## src/rtl/alu_issue_seq.sv

```systemverilog
// alu_issue_seq: sequential issue front end for the combinational 64-bit ALU.
//   clk, reset            : clock and synchronous active-high reset
//   req_valid/req_ready   : request handshake (ALUOp, funct3, funct7_b5, op_a, op_b)
//   A, B, ALU_Sel         : registered operands and select code driven to the ALU
//   ALU_Out, z            : ALU result and zero flag sampled during EXEC
//   res_valid/res_ready   : result handshake (result, zero, branch_taken, illegal)
//   op_count              : number of completed result handshakes (wrapping)
module alu_issue_seq #(
    parameter int WIDTH = 64,
    parameter int CNT_W = 16
) (
    input  logic             clk,
    input  logic             reset,
    input  logic             req_valid,
    output logic             req_ready,
    input  logic [1:0]       ALUOp,
    input  logic [2:0]       funct3,
    input  logic             funct7_b5,
    input  logic [WIDTH-1:0] op_a,
    input  logic [WIDTH-1:0] op_b,
    output logic [WIDTH-1:0] A,
    output logic [WIDTH-1:0] B,
    output logic [3:0]       ALU_Sel,
    input  logic [WIDTH-1:0] ALU_Out,
    input  logic             z,
    output logic             res_valid,
    input  logic             res_ready,
    output logic [WIDTH-1:0] result,
    output logic             zero,
    output logic             branch_taken,
    output logic             illegal,
    output logic [CNT_W-1:0] op_count
);
    typedef enum logic [1:0] {IDLE, EXEC, DONE} state_t;
    state_t     state_q;
    logic       br_cls_q;
    logic [3:0] sel_d;
    logic       legal_d;
    // R-type with funct3 000 picks add/sub from funct7_b5; 111/110 ignore it.
    always_comb begin
        sel_d   = ALUOp == 2'b00   ? 4'b0010 :
                  ALUOp == 2'b01   ? 4'b0110 :
                  funct3 == 3'b111 ? 4'b0000 :
                  funct3 == 3'b110 ? 4'b0001 :
                  funct7_b5        ? 4'b0110 : 4'b0010;
        legal_d = !ALUOp[1] || (ALUOp == 2'b10 &&
                  (funct3 == 3'b000 || funct3 == 3'b111 || funct3 == 3'b110));
    end
    assign req_ready = state_q == IDLE;
    assign res_valid = state_q == DONE;
    always_ff @(posedge clk) begin
        if (reset) begin
            state_q      <= IDLE;
            br_cls_q     <= 1'b0;
            A            <= '0;
            B            <= '0;
            ALU_Sel      <= 4'b0010;
            result       <= '0;
            zero         <= 1'b0;
            branch_taken <= 1'b0;
            illegal      <= 1'b0;
            op_count     <= '0;
        end else begin
            case (state_q)
                IDLE: if (req_valid) begin
                    br_cls_q <= ALUOp == 2'b01;
                    if (legal_d) begin
                        A       <= op_a;
                        B       <= op_b;
                        ALU_Sel <= sel_d;
                        state_q <= EXEC;
                    end else begin
                        // Illegal requests bypass the ALU and leave its inputs untouched.
                        result       <= '0;
                        zero         <= 1'b0;
                        branch_taken <= 1'b0;
                        illegal      <= 1'b1;
                        state_q      <= DONE;
                    end
                end
                EXEC: begin
                    result       <= ALU_Out;
                    zero         <= z;
                    branch_taken <= br_cls_q & z;
                    illegal      <= 1'b0;
                    state_q      <= DONE;
                end
                DONE: if (res_ready) begin
                    op_count <= op_count + CNT_W'(1);
                    state_q  <= IDLE;
                end
                default: state_q <= IDLE;
            endcase
        end
    end
endmodule

```

## config.mk

```make
export PLATFORM = sky130hd
export DESIGN_NAME = alu_issue_seq
export DESIGN_NICKNAME = d
export VERILOG_FILES = /design/src/rtl/alu_issue_seq.sv
export SDC_FILE = /design/constraint.sdc
export NUM_CORES = 1
export LEC_CHECK = 0
export CAP_MARGIN = 20
export CORE_AREA = 2 2 165 167
export CTS_BUF_LIST = sky130_fd_sc_hd__clkbuf_4
export DETAILED_ROUTE_END_ITERATION = 7
export DIE_AREA = 0 0 167 169
export PLACE_DENSITY = 0.67
export SETUP_SLACK_MARGIN = 0.05
export SLEW_MARGIN = 20
export SYNTH_ARGS = -nofsm -noshare
export SYNTH_HDL_FRONTEND = slang
export SYNTH_SLANG_ARGS = --single-unit
```

## constraint.sdc

```tcl
create_clock -name clk -period 2.3 [get_ports clk]
set_input_delay 0.46 -clock clk [delete_from_list [all_inputs] [get_ports clk]]
set_output_delay 0.46 -clock clk [all_outputs]
set_load 0.02 [all_outputs]
```

# Word level (Yosys, flattened, before mapping)
# Index checks and enable logic that the tools add are counted.
[word_totals]
ff_bits = 218
inputBits = 203
out_inout_bits = 217
[op_classes]
n_mux = 19
bitwise_logic = 1
n_eq_ne = 9
n_reduce_logical = 14
addsub = 1
[ops]
columns = ["cell", "count"]
rows = [
  ["$mux W64", 2],
  ["$pmux W64 S2", 1],
  ["$add A16 B1 Y16 const B", 1],
  ["$mux W3", 5],
  ["$eq A3 B3 Y1 const B", 2],
  ["$mux W2", 3],
  ["$pmux W1 S2", 3],
  ["$pmux W2 S3", 1],
  ["$reduce_and A2 Y1", 3],
  ["$reduce_and A3 Y1", 2],
  ["$eq A2 B1 Y1 const B", 2],
  ["$eq A2 B2 Y1 const B", 2],
  ["$logic_not A2 Y1", 2],
  ["$mux W1", 4],
  ["$ne A2 B2 Y1 const B", 2],
  ["$logic_not A3 Y1", 1],
  ["$logic_or A1 B1 Y1", 3],
  ["$ne A2 B1 Y1 const B", 1],
  ["$reduce_bool A2 Y1", 1],
  ["$and A1 B1 Y1", 1],
  ["$logic_and A1 B1 Y1", 1],
  ["$logic_not A1 Y1", 1],
]

# Depth between registers and ports, before layout
# Gate-level depths: netlist (run 1).
[logic_depth]
ltp_word = 8
ltp_mapped = 6
depth_no_buf = 5

# Worst setup path after synthesis (run 1)
# Ideal clock, no wire load.
[synth_path]
path_kind = "input to register"
from = "input funct3[2]"
to = "register state_q[1]"
arrival_time_ps = 1522
path_stages = 5
slack_ps = 656
t_required_ps = 2178
setup_time_ps = 122
n_path_buf = 1
cell_sequence = "or3_1 -> a21oi_2 -> nor2_1 -> buf_4 -> o311a_1"
[synth_via]
elab_chain_len = 8
elab_cells_between_ends = 10
cone_classes = "eq/ne (2); mux (3); reduce/logical (5)"
[synth_rtl]
columns = ["item", "line_no", "rtl"]
rows = [
  ["start, declared", "17", "input logic [2:0] funct3,"],
  ["$eq A3 B3 Y1 / $logic_not A3 Y1 (equally long branches)", "47", "(funct3 == 3'b000 || funct3 == 3'b111 || funct3 == 3'b110));"],
  ["$logic_or A1 B1 Y1", "47", ""],
  ["$logic_or A1 B1 Y1 (*)", "47", ""],
  ["$logic_and A1 B1 Y1 (*)", "46", "legal_d = !ALUOp[1] || (ALUOp == 2'b10 &&"],
  ["$logic_or A1 B1 Y1 (*)", "46", ""],
  ["$mux W2 (*)", "67", "if (legal_d) begin"],
  ["$mux W2 (*)", "65", "IDLE: if (req_valid) begin"],
  ["$pmux W2 S3 (*)", "64", "case (state_q)"],
  ["end signal, assigned", "53", "state_q <= IDLE;"],
  ["end signal, assigned", "71", "state_q <= EXEC;"],
  ["end signal, assigned", "78", "state_q <= DONE;"],
  ["end, declared", "35", "state_t state_q;"],
]
# Every way passes the cells marked *; elsewhere a longest branch is shown, timed or not. The select of a mux whose other input is x is not followed.
# A chain may end at the register's enable or synchronous reset.

# Worst setup path in the final report (run 1)
[layout_path]
from = "register op_count[13]"
to = "output op_count[13]"
[layout_lines]
columns = ["item", "line_no", "rtl"]
rows = [
  ["start, declared", "32", "output logic [CNT_W-1:0] op_count"],
  ["start signal, assigned", "89", "op_count <= op_count + CNT_W'(1);"],
]
# No word-level cell between the ends.

==> results of run 1 <==
[area by class of cell]
class	instances	area, um2	area share
Multi-Input combinational cell	615	3650	0.259
Antenna cell	2	5.00	0.000355
Sequential cell	217	4350	0.308
Timing Repair Buffer	453	4630	0.328
Tap cell	341	427	0.0302
Clock inverter	15	87.6	0.00621
Inverter	69	259	0.0184
Clock buffer	93	698	0.0495
[repair_timing]
item	CTS	global route
endpoints found under the setup margin	13	14
gates resized for setup	16	14
endpoints found under the hold margin	0	0
[metrics by stage]
| step | std cells | TNS [ns] |
|---|---|---|
| 6_report | 1805 | 0 |
| 5_1_grt | 1805 | 0 |
| 4_1_cts | 1803 | 0 |
| 3_5_place_dp | 1695 | -0.0226 |
| 3_3_place_gp | 1695 | 0 |
| 2_1_floorplan | 991 | 0 |
[flip-flops by register name (all words and copies together), names as in the netlist]
signal	count
state_q	2
branch_taken	1
zero	1
br_cls_q	1
illegal	1
B	64
result	64
op_count	16
ALU_Sel	3
A	64
[where the power goes]
part / total [mW] / internal, mW / switching [mW]
clock: 3.58 / 1.94 / 1.64
combinational: 1.63 / 0.816 / 0.818
sequential: 4.05 / 3.94 / 0.112
total: 9.26 / 6.69 / 2.57
[routing by layer]
| layer | vias to the layer above | GRT usage | part of all wire |
|---|---|---|---|
| met5 | - | 0 | 0.00043 |
| met4 | 2 | 0.0660 | 0.021 |
| met3 | 50 | 0.0748 | 0.093 |
| met2 | 373 | 0.340 | 0.48 |
| met1 | 4128 | 0.235 | 0.40 |
| li1 | 4365 | - | - |
[worst max-delay path by stage]
stage | from | to | cells after the start
floorplan | funct3[2] | state_q[1] | 5
detailed placement | funct3[2] | B[61] | 8
CTS | op_count[11] | op_count[11] | 1
global route | result[0] | result[0] | 1
global placement | funct3[2] | A[24] | 8
finish | op_count[13] | op_count[13] | 1
[cell usage in the layout, fill, tap and decap left out, types with 11 or more instances in the layout]
cell type        instances
clkdlybuf4s50_1        390
nand2_1                267
dfxtp_1                215
a21oi_1                134
clkbuf_4                93
inv_1                   68
a32oi_1                 65
o41ai_1                 36
o41ai_2                 30
buf_4                   22
nor2_1                  17
dlymetal6s2s_1          14
dlygate4sd2_1           13
buf_12                  13
clkinv_1                11
[cells by family (layout without fill, tap and decap cells)]
logic type / count (synthesis) / in the layout / synth area share
adders and majority gates: 1 / 1 / 0.00144
DFF: 217 / 217 / 0.500
xor gates and xnor gates: 11 / 11 / 0.0111
other: 1 / 3 / 0.000432
and+or+nand+nor: 321 / 321 / 0.152
muxes: 2 / 2 / 0.00231
buffers and inverters: 159 / 630 / 0.0832
AOI/OAI and AO/OA: 279 / 279 / 0.249
==> key figures, run 1 <==
Logic synthesis
  – Asr flop ratio synth: 0
  – Top cell type's share of synthesized area: 0.500
  – Cell count after synthesis: 991
  – Synth Cell Area: 0.00868 mm2
  – Ys flop type: dfxtp_1
  – Yosys warns: 0
  – Synthesized flop and latch total: 217
  – Top-count cell post-synth: nand2_1
  – Syn avg cell area: 8.76 um2
  – Sequential cell area fraction in the yosys report: 0.500
  – Library cells used by synthesis: 48
  – Syn Nets: 1,195
  – Top cells by area, synth: dfxtp_1 50%, nand2_1 12%, a21oi_1 7.7%, a32oi_1 6.6%, o41ai_2 5.6%
  – Synth cell count leaders: 267 x nand2_1, 217 x dfxtp_1, 134 x a21oi_1, 68 x inv_1, 65 x a32oi_1
  – Synth area leader: dfxtp_1
  – Post-synth EDFFs: 0

Clocking
  – Worst-Skew Late Latency: between 0.6 and 0.7 ns
  – CTS buffer count: 60
  – CTS Buffer Depth: 3
  – Num Clock Sinks: 217
  – CTS HTree Levels: 2
  – Setup Buffers After CTS: 0
  – Hold_buf cts: 0
  – Clk root buf: clkbuf_4
  – CTS tree: built
  – Clk slew on worst S/H paths: approximately 0.070 ns

STA
  – Hold slack: approximately 0.26 ns
  – Slew @ Worst Pin: 0.757 ns
  – RSZ-0062 raised after global routing: no
  – PnR worst setup slack: 0.148 ns
  – Max-slew violation count: 0
  – Clock skew: ~0.019 ns
  – Highest clock rate: roughly 460 MHz
  – Final period utilization: 0.936
  – Fin. Hold Viols: 0
  – Post-layout min period: approximately 2.2 ns
  – Final setup vio count: 0
  – Worst slew margin: 0.495

Job
  – Max cap viols: 0

Worst setup path
  – Critical path, cell by cell: clkdlybuf4s50_1
  – CP max FO: 4
  – Startpoint types: register
  – WP data required: about 1.8 ns
  – Largest delay share family, worst path: buffers and inverters
  – CP Class: reg2out
  – CP peak stage delay: 0.63 ns
  – CP bufs+invs: 1
  – Worst r2r dst: op_count[15]
  – Critical path arrival: 1.69 ns
  – Worst r2r src: state_q[0]
  – CP Capture Type: output pin
  – Crit-path slowest cell: clkdlybuf4s50_1
  – Worst R2R Setup Slack: 0.59 ns
  – R2R depth: 5

Pwr
  – Final Power: 9.26 mW
  – P_leak: 5.33 nW
  – Pwr dens: between 600 and 700 mW/mm2
  – Maximum VDD drop: 0.379 mV

Cells and area
  – Fill cells: between 2k and 2.5k
  – Fin area: 0.0141 mm2
  – Ratio of cells with drive above 1 in the final layout: 0.121
  – # nets final: 1,620
  – Final core occ: 0.532
  – Area grow syn2layout: 62.6%

Global route
  – Vias in the first global route: 8,612
  – GRT overflow: 0
  – Initial antenna violation count: 3
  – First-pass GRT wire length: 46,100 um
  – Tot GR Track Use: 0.201
  – Largest net degree at the start of global routing: around 140

Detailed routing
  – Routed wire length per instance: 16.8 um
  – Drt first pass iters: 4
  – Via/cell ratio: 4.94
  – Overall routed net length: 30,400 um
  – DRC violations left: 0
  – Drt initial violations: 385
  – Via count: 8,918
  – Post-route ant nets: 0

Place
  – RePlAce Congestion: 0.798
  – Post-DP HPWL: approximately 21,000 um
  – Port Buffers: ~420
  – DP Area: 0.0133 mm2
  – Post-place setup slack: -0.0164 ns

Floorplanning
  – CORE AREA: 0.0265 mm2
  – Die ar.: 0.0282 mm2
  – Die height: 169 um
  – Io pins: 420
  – # rows: 60
  – Initial Utilization: 0.328
  – Chip width: 167 um

Hold path
  – Hold Crit Start: reset
  – Worst min path class: in2reg
  – Hold Path Depth: 3
  – Hold endpoint: state_q[1]

Outcome
  – Run status: completed
Note: power is estimated with default switching activity, not from simulation.
==> run 2, diff against run 1 <==
--- a/config.mk
+++ b/config.mk
@@ -10,6 +10,7 @@
 export CTS_BUF_LIST = sky130_fd_sc_hd__clkbuf_4
 export DETAILED_ROUTE_END_ITERATION = 7
 export DIE_AREA = 0 0 167 169
+export GPL_TIMING_DRIVEN = 0
 export PLACE_DENSITY = 0.67
 export SETUP_SLACK_MARGIN = 0.05
 export SLEW_MARGIN = 20
==> run 2 against run 1 <==
  * Sequential cell count unchanged
  * Critical path depth unchanged
  * Worst hold slack improved by 0.051 ns
  * Sequential share of layout area decreased by 0.086 points
  * Largest cell class unchanged
  * Highest routed layer unchanged
  * First-iteration DRC count increased by 14%
  * Count of clock-buffer cells in the layout decreased by 1
  * Sequential power about the same
==> key figures, run 2 (synthesis gave the netlist of run 1 again) <==
STA
  – Final setup vio count: 0
  – Final period utilization: 0.933
  – Fin. Hold Viols: 0
  – Post-layout min period: 2.15 ns
  – Clock skew: 0.0343 ns
  – Max-slew violation count: 0
  – Worst slew margin: 0.447
  – Hold slack: 0.314 ns
  – RSZ-0062 raised after global routing: yes
  – Slew @ Worst Pin: around 0.83 ns
  – Highest clock rate: around 470 MHz

Clocking
  – CTS Buffer Depth: 3
  – CTS tree: built
  – Num Clock Sinks: 217
  – Hold_buf cts: 0
  – CTS buffer count: 61
  – CTS HTree Levels: 2
  – Clk root buf: clkbuf_4
  – Clk slew on worst S/H paths: 0.07 ns
  – Worst-Skew Late Latency: 0.69 ns

Cells and area
  – Leading cell types in the layout, fill and taps excluded: 391 x clkdlybuf4s50_1, 267 x nand2_1, 217 x dfxtp_1, 134 x a21oi_1, 93 x clkbuf_4
  – Most common cell after layout, fill and taps aside: clkdlybuf4s50_1
  – Top flop regs: A (64), B (64), result (64)
  – # nets final: 1,678
  – Area grow syn2layout: 62.7%
  – Final core occ: 0.533
  – Fin area: 0.0141 mm2
  – Ratio of cells with drive above 1 in the final layout: 0.121

Worst setup path
  – Critical path, cell by cell: clkdlybuf4s50_1
  – Startpoint types: register
  – CP Class: reg2out
  – WP data required: 1.84 ns
  – Instance count on the critical path: 1
  – CP peak stage delay: roughly 0.63 ns
  – CP bufs+invs: 1
  – Crit-path slowest cell: clkdlybuf4s50_1
  – CP max FO: 4
  – CP Capture Type: output pin
  – R2R depth: 6
  – Critical path arrival: approximately 1.7 ns
  – Largest delay share family, worst path: buffers and inverters

Pwr
  – Pwr dens: 654 mW/mm2
  – Final Power: approximately 9.2 mW
  – Net Sw Frac: 0.279
  – Maximum VDD drop: 0.346 mV
  – Combinational power share: 0.180
  – Int Pwr: 6.66 mW
  – Sequential power share: 0.439
  – Switching Power: 2.57 mW
  – P_leak: 5.35 nW
  – Clock network power share: 0.382

Detailed routing
  – Drt first pass iters: 5
  – Post-route ant nets: 0
  – Via/cell ratio: approximately 4.9
  – Routed wire length per instance: 17.9 um
  – DRC violations left: 0
  – Via count: 9,147
  – Drt initial violations: 439
  – Overall routed net length: 33,200 um

Global route
  – Largest net degree at the start of global routing: 18
  – Initial antenna violation count: 4
  – Tot GR Track Use: 0.223
  – First-pass GRT wire length: 50,200 um
  – GRT overflow: 0
  – Vias in the first global route: 9,016

Floorplanning
  – Initial Utilization: 0.328
  – Chip width: 167 um
  – Die ar.: 0.0282 mm2
  – Die height: 169 um
  – Io pins: 420
  – CORE AREA: 0.0265 mm2
  – # rows: 60

Hold path
  – Worst min path class: in2reg
  – Hold Path Depth: 3

Place
  – Port Buffers: 418
  – RePlAce Congestion: about 0.85
  – Post-DP HPWL: 25,100 um
  – DP Area: ~0.013 mm2

Outcome
  – Run status: completed

Job
  – Max cap viols: 0
## run 2: changes by cell type in the layout (fill, tap and decap cells not counted), moves of 4 or more
cell / change
buf_12: -13
clkbuf_1: +47
buf_4: -18
buf_2: +27
clkinv_1: -4
buf_6: +14
## run 2: layer usage
layer	vias up	GRT usage	wire length (um)
met5	-	0	29
met4	4	0.0881	1080
met3	69	0.0942	3290
met2	385	0.395	16400
met1	4206	0.236	12400
li1	4483	-	-
## run 2: metrics by stage
stage	instances	setup slack (ns)	TNS (ns)
4_1_cts	1856	0.0486	0
3_3_place_gp	1750	-0.353	-36.13
6_report	1858	0.155	0
3_5_place_dp	1750	-0.375	-40.14
2_1_floorplan	991	0.656	0
5_1_grt	1858	0.0195	0
## run 2: power groups by stage
stage / combinational, mW / clock (mW) / sequential, mW
floorplan: 0.520 / 0 / 4.33
global placement: 1.65 / 0 / 4.12
detailed placement: 1.66 / 0 / 4.13
CTS: 1.67 / 3.65 / 4.05
global route: 1.77 / 3.84 / 4.07
finish: 1.66 / 3.52 / 4.05
## run 2: final cells by class
cell class	instances	area (um2)
multi-input combinational	615	3620
timing repair buffer	420	4210
clock buffer	92	691
clock inverter	12	82.6
tap	341	427
sequential	217	4340
antenna	2	5.00
fill	2546	12400
buffer	90	487
inverter	69	259
## run 2: worst paths after layout
| kind | startpoint | endpoint | slack [ns] |
|---|---|---|---|
| setup reg to reg | state_q[1] | result[45] | 0.36 |
| setup / recovery | op_count[6] | op_count[6] | 0.15 |
| hold / removal | op_b[29] | B[29] | 0.31 |
| hold reg to reg | B[55] | B[55] | 0.45 |
## run 2: timing repair
item                                    4_1_cts  5_1_grt
resized for setup                            30       13
setup buffers                                 2        0
endpoints found under the setup margin       15       14
cloned                                        0        0
==> run 3, diff against run 2 <==
--- a/config.mk
+++ b/config.mk
@@ -7,7 +7,7 @@
 export LEC_CHECK = 0
 export CAP_MARGIN = 20
 export CORE_AREA = 2 2 165 167
-export CTS_BUF_LIST = sky130_fd_sc_hd__clkbuf_4
+export CTS_BUF_LIST = sky130_fd_sc_hd__clkbuf_8
 export DETAILED_ROUTE_END_ITERATION = 7
 export DIE_AREA = 0 0 167 169
 export GPL_TIMING_DRIVEN = 0
==> run 3 against run 2 <==
  * Non-clock buffer count is 2 lower
  * Cell area is 0.71% lower
  * Count of clock-buffer cells in the layout is 44 lower
  * Worst setup slack worse by 0.013 ns
  * Via count is 1.5% lower
  * Register-to-register slack better by 0.04 ns
  * Clock power is 3% lower
  * Largest cell class unchanged
==> key figures, run 3 (synthesis gave the netlist of run 1 again) <==
Floorplanning
  – Chip width: 167 um
  – CORE AREA: 0.0265 mm2
  – Die ar.: 0.0282 mm2
  – Die height: 169 um
  – Io pins: 420
  – Initial Utilization: 0.328
  – # rows: 60

Clocking
  – Clk slew on worst S/H paths: approximately 0.06 ns
  – Worst-Skew Late Latency: 0.52 ns
  – CTS Buffer Depth: 3
  – Clk root buf: clkbuf_8
  – Hold_buf cts: 0
  – Setup Buffers After CTS: 0
  – CTS HTree Levels: 2
  – Num Clock Sinks: 217
  – CTS buffer count: 39
  – CTS tree: built

Detailed routing
  – Drt initial violations: 405
  – DRC violations left: 0
  – Overall routed net length: between 30,000 and 40,000 um
  – Post-route ant nets: 0
  – Via count: 9,014
  – Routed wire length per instance: about 18 um
  – Drt first pass iters: 4
  – Via/cell ratio: 4.97

Global route
  – Tot GR Track Use: 0.222
  – Vias in the first global route: 8,805
  – Largest net degree at the start of global routing: 11
  – Initial antenna violation count: 3
  – GRT overflow: 0
  – First-pass GRT wire length: roughly 50,000 um

Worst setup path
  – Crit-path slowest cell: dfxtp_1
  – Critical path arrival: 1.70 ns
  – WP data required: 1.84 ns
  – CP max FO: 10
  – CP Capture Type: output pin
  – Critical path, cell by cell: buf_4 > nor2b_4 > dlygate4sd2_1
  – Startpoint types: register
  – Largest delay share family, worst path: buffers and inverters
  – CP Class: reg2out
  – CP bufs+invs: 2
  – CP peak stage delay: 0.38 ns

STA
  – Highest clock rate: between 400 and 500 MHz
  – Clock skew: 0.0106 ns
  – Fin. Hold Viols: 0
  – Post-layout min period: 2.16 ns
  – Slew @ Worst Pin: 0.849 ns
  – RSZ-0062 raised after global routing: no
  – Worst slew margin: 0.434
  – Hold slack: 0.451 ns
  – TNS Setup: 0 ns
  – Max-slew violation count: 0
  – Final period utilization: 0.938
  – Final setup vio count: 0

Cells and area
  – Top flop regs: A (64), B (64), result (64)
  – Final core occ: 0.529
  – Fin area: 0.0140 mm2
  – Ratio of cells with drive above 1 in the final layout: 0.0897
  – Area grow syn2layout: 61.6%
  – Leading cell types in the layout, fill and taps excluded: 416 x clkdlybuf4s50_1, 267 x nand2_1, 217 x dfxtp_1, 134 x a21oi_1, 81 x inv_1
  – Most common cell after layout, fill and taps aside: clkdlybuf4s50_1
  – # nets final: 1,654

Place
  – RePlAce Congestion: about 0.85
  – DP Area: 0.0133 mm2
  – Post-DP HPWL: around 25,000 um
  – Port Buffers: 418

Hold path
  – Worst min path class: reg2reg

Pwr
  – Pwr dens: 650 mW/mm2
  – Sequential power share: 0.444
  – Clock network power share: 0.374
  – Int Pwr: between 6 and 7 mW
  – Combinational power share: 0.182
  – Switching Power: 2.53 mW
  – Net Sw Frac: 0.277
  – Maximum VDD drop: about 0.38 mV
  – P_leak: around 5 nW

Job
  – Max cap viols: 0

Outcome
  – Run status: completed
[run 3: cell types whose count changed in the layout (fill, tap and decap cells not counted), moves of 2 or more]
cell             before  now
buf_6                14   12
clkbuf_4             93    1
clkbuf_8              0   48
clkdlybuf4s50_1     391  416
clkinv_1              7    0
dlygate4sd2_1        13    1
dlymetal6s2s_1       12    0
inv_1                68   81
[run 3: path summary, 6_finish.rpt]
check,startpoint,end,slack (ns),depth (start not counted)
max,state_q[1],res_valid,0.14,3
min,B[55],B[55],0.45,2
max reg2reg,state_q[1],result[45],0.40,5
min reg2reg,B[55],B[55],0.45,2
[run 3: final cells by class]
class,instances,area (um2)
Clock inverter,14,53.8
Clock buffer,48,661
Fill cell,2517,12500
Sequential cell,217,4340
Antenna cell,1,2.50
Buffer,90,479
Timing Repair Buffer,418,4180
Multi-Input combinational cell,615,3620
Tap cell,341,427
Inverter,69,259
[run 3: power groups by stage]
stage	combinational, mW	clock [mW]	sequential, mW
after global placement	1.65	0	4.12
after detailed placement	1.66	0	4.13
after floorplan	0.520	0	4.33
final	1.66	3.41	4.05
after global routing	1.77	3.68	4.07
after CTS	1.67	3.50	4.05
[run 3: layer usage]
metal  wire (um)  global-route usage  share of wire
met5          29                   0        0.00087
met4        1180              0.0873          0.035
met3        3230              0.0893          0.097
met2       16200               0.389           0.49
met1       12700               0.240           0.38
[run 3: per-stage QoR]
stage          total power [mW]  std cells  setup slack [ns]
5_1_grt                    9.52       1813            0.0856
4_1_cts                    9.22       1812            0.0269
3_3_place_gp               5.77       1750            -0.353
6_report                   9.12       1813             0.142
2_1_floorplan              4.85        991             0.656
3_5_place_dp               5.79       1750            -0.375
[run 3: timing repair]
item,CTS,global route
hold endpoints to repair,0,0
setup endpoints to repair,2,1
resized for setup,10,3
[run 3: tightest hold or removal path, stage by stage, from the launching register on]
cell and delay, ns:
dfxtp_1 0.30, nand2_1 0.05, a21oi_1 0.05
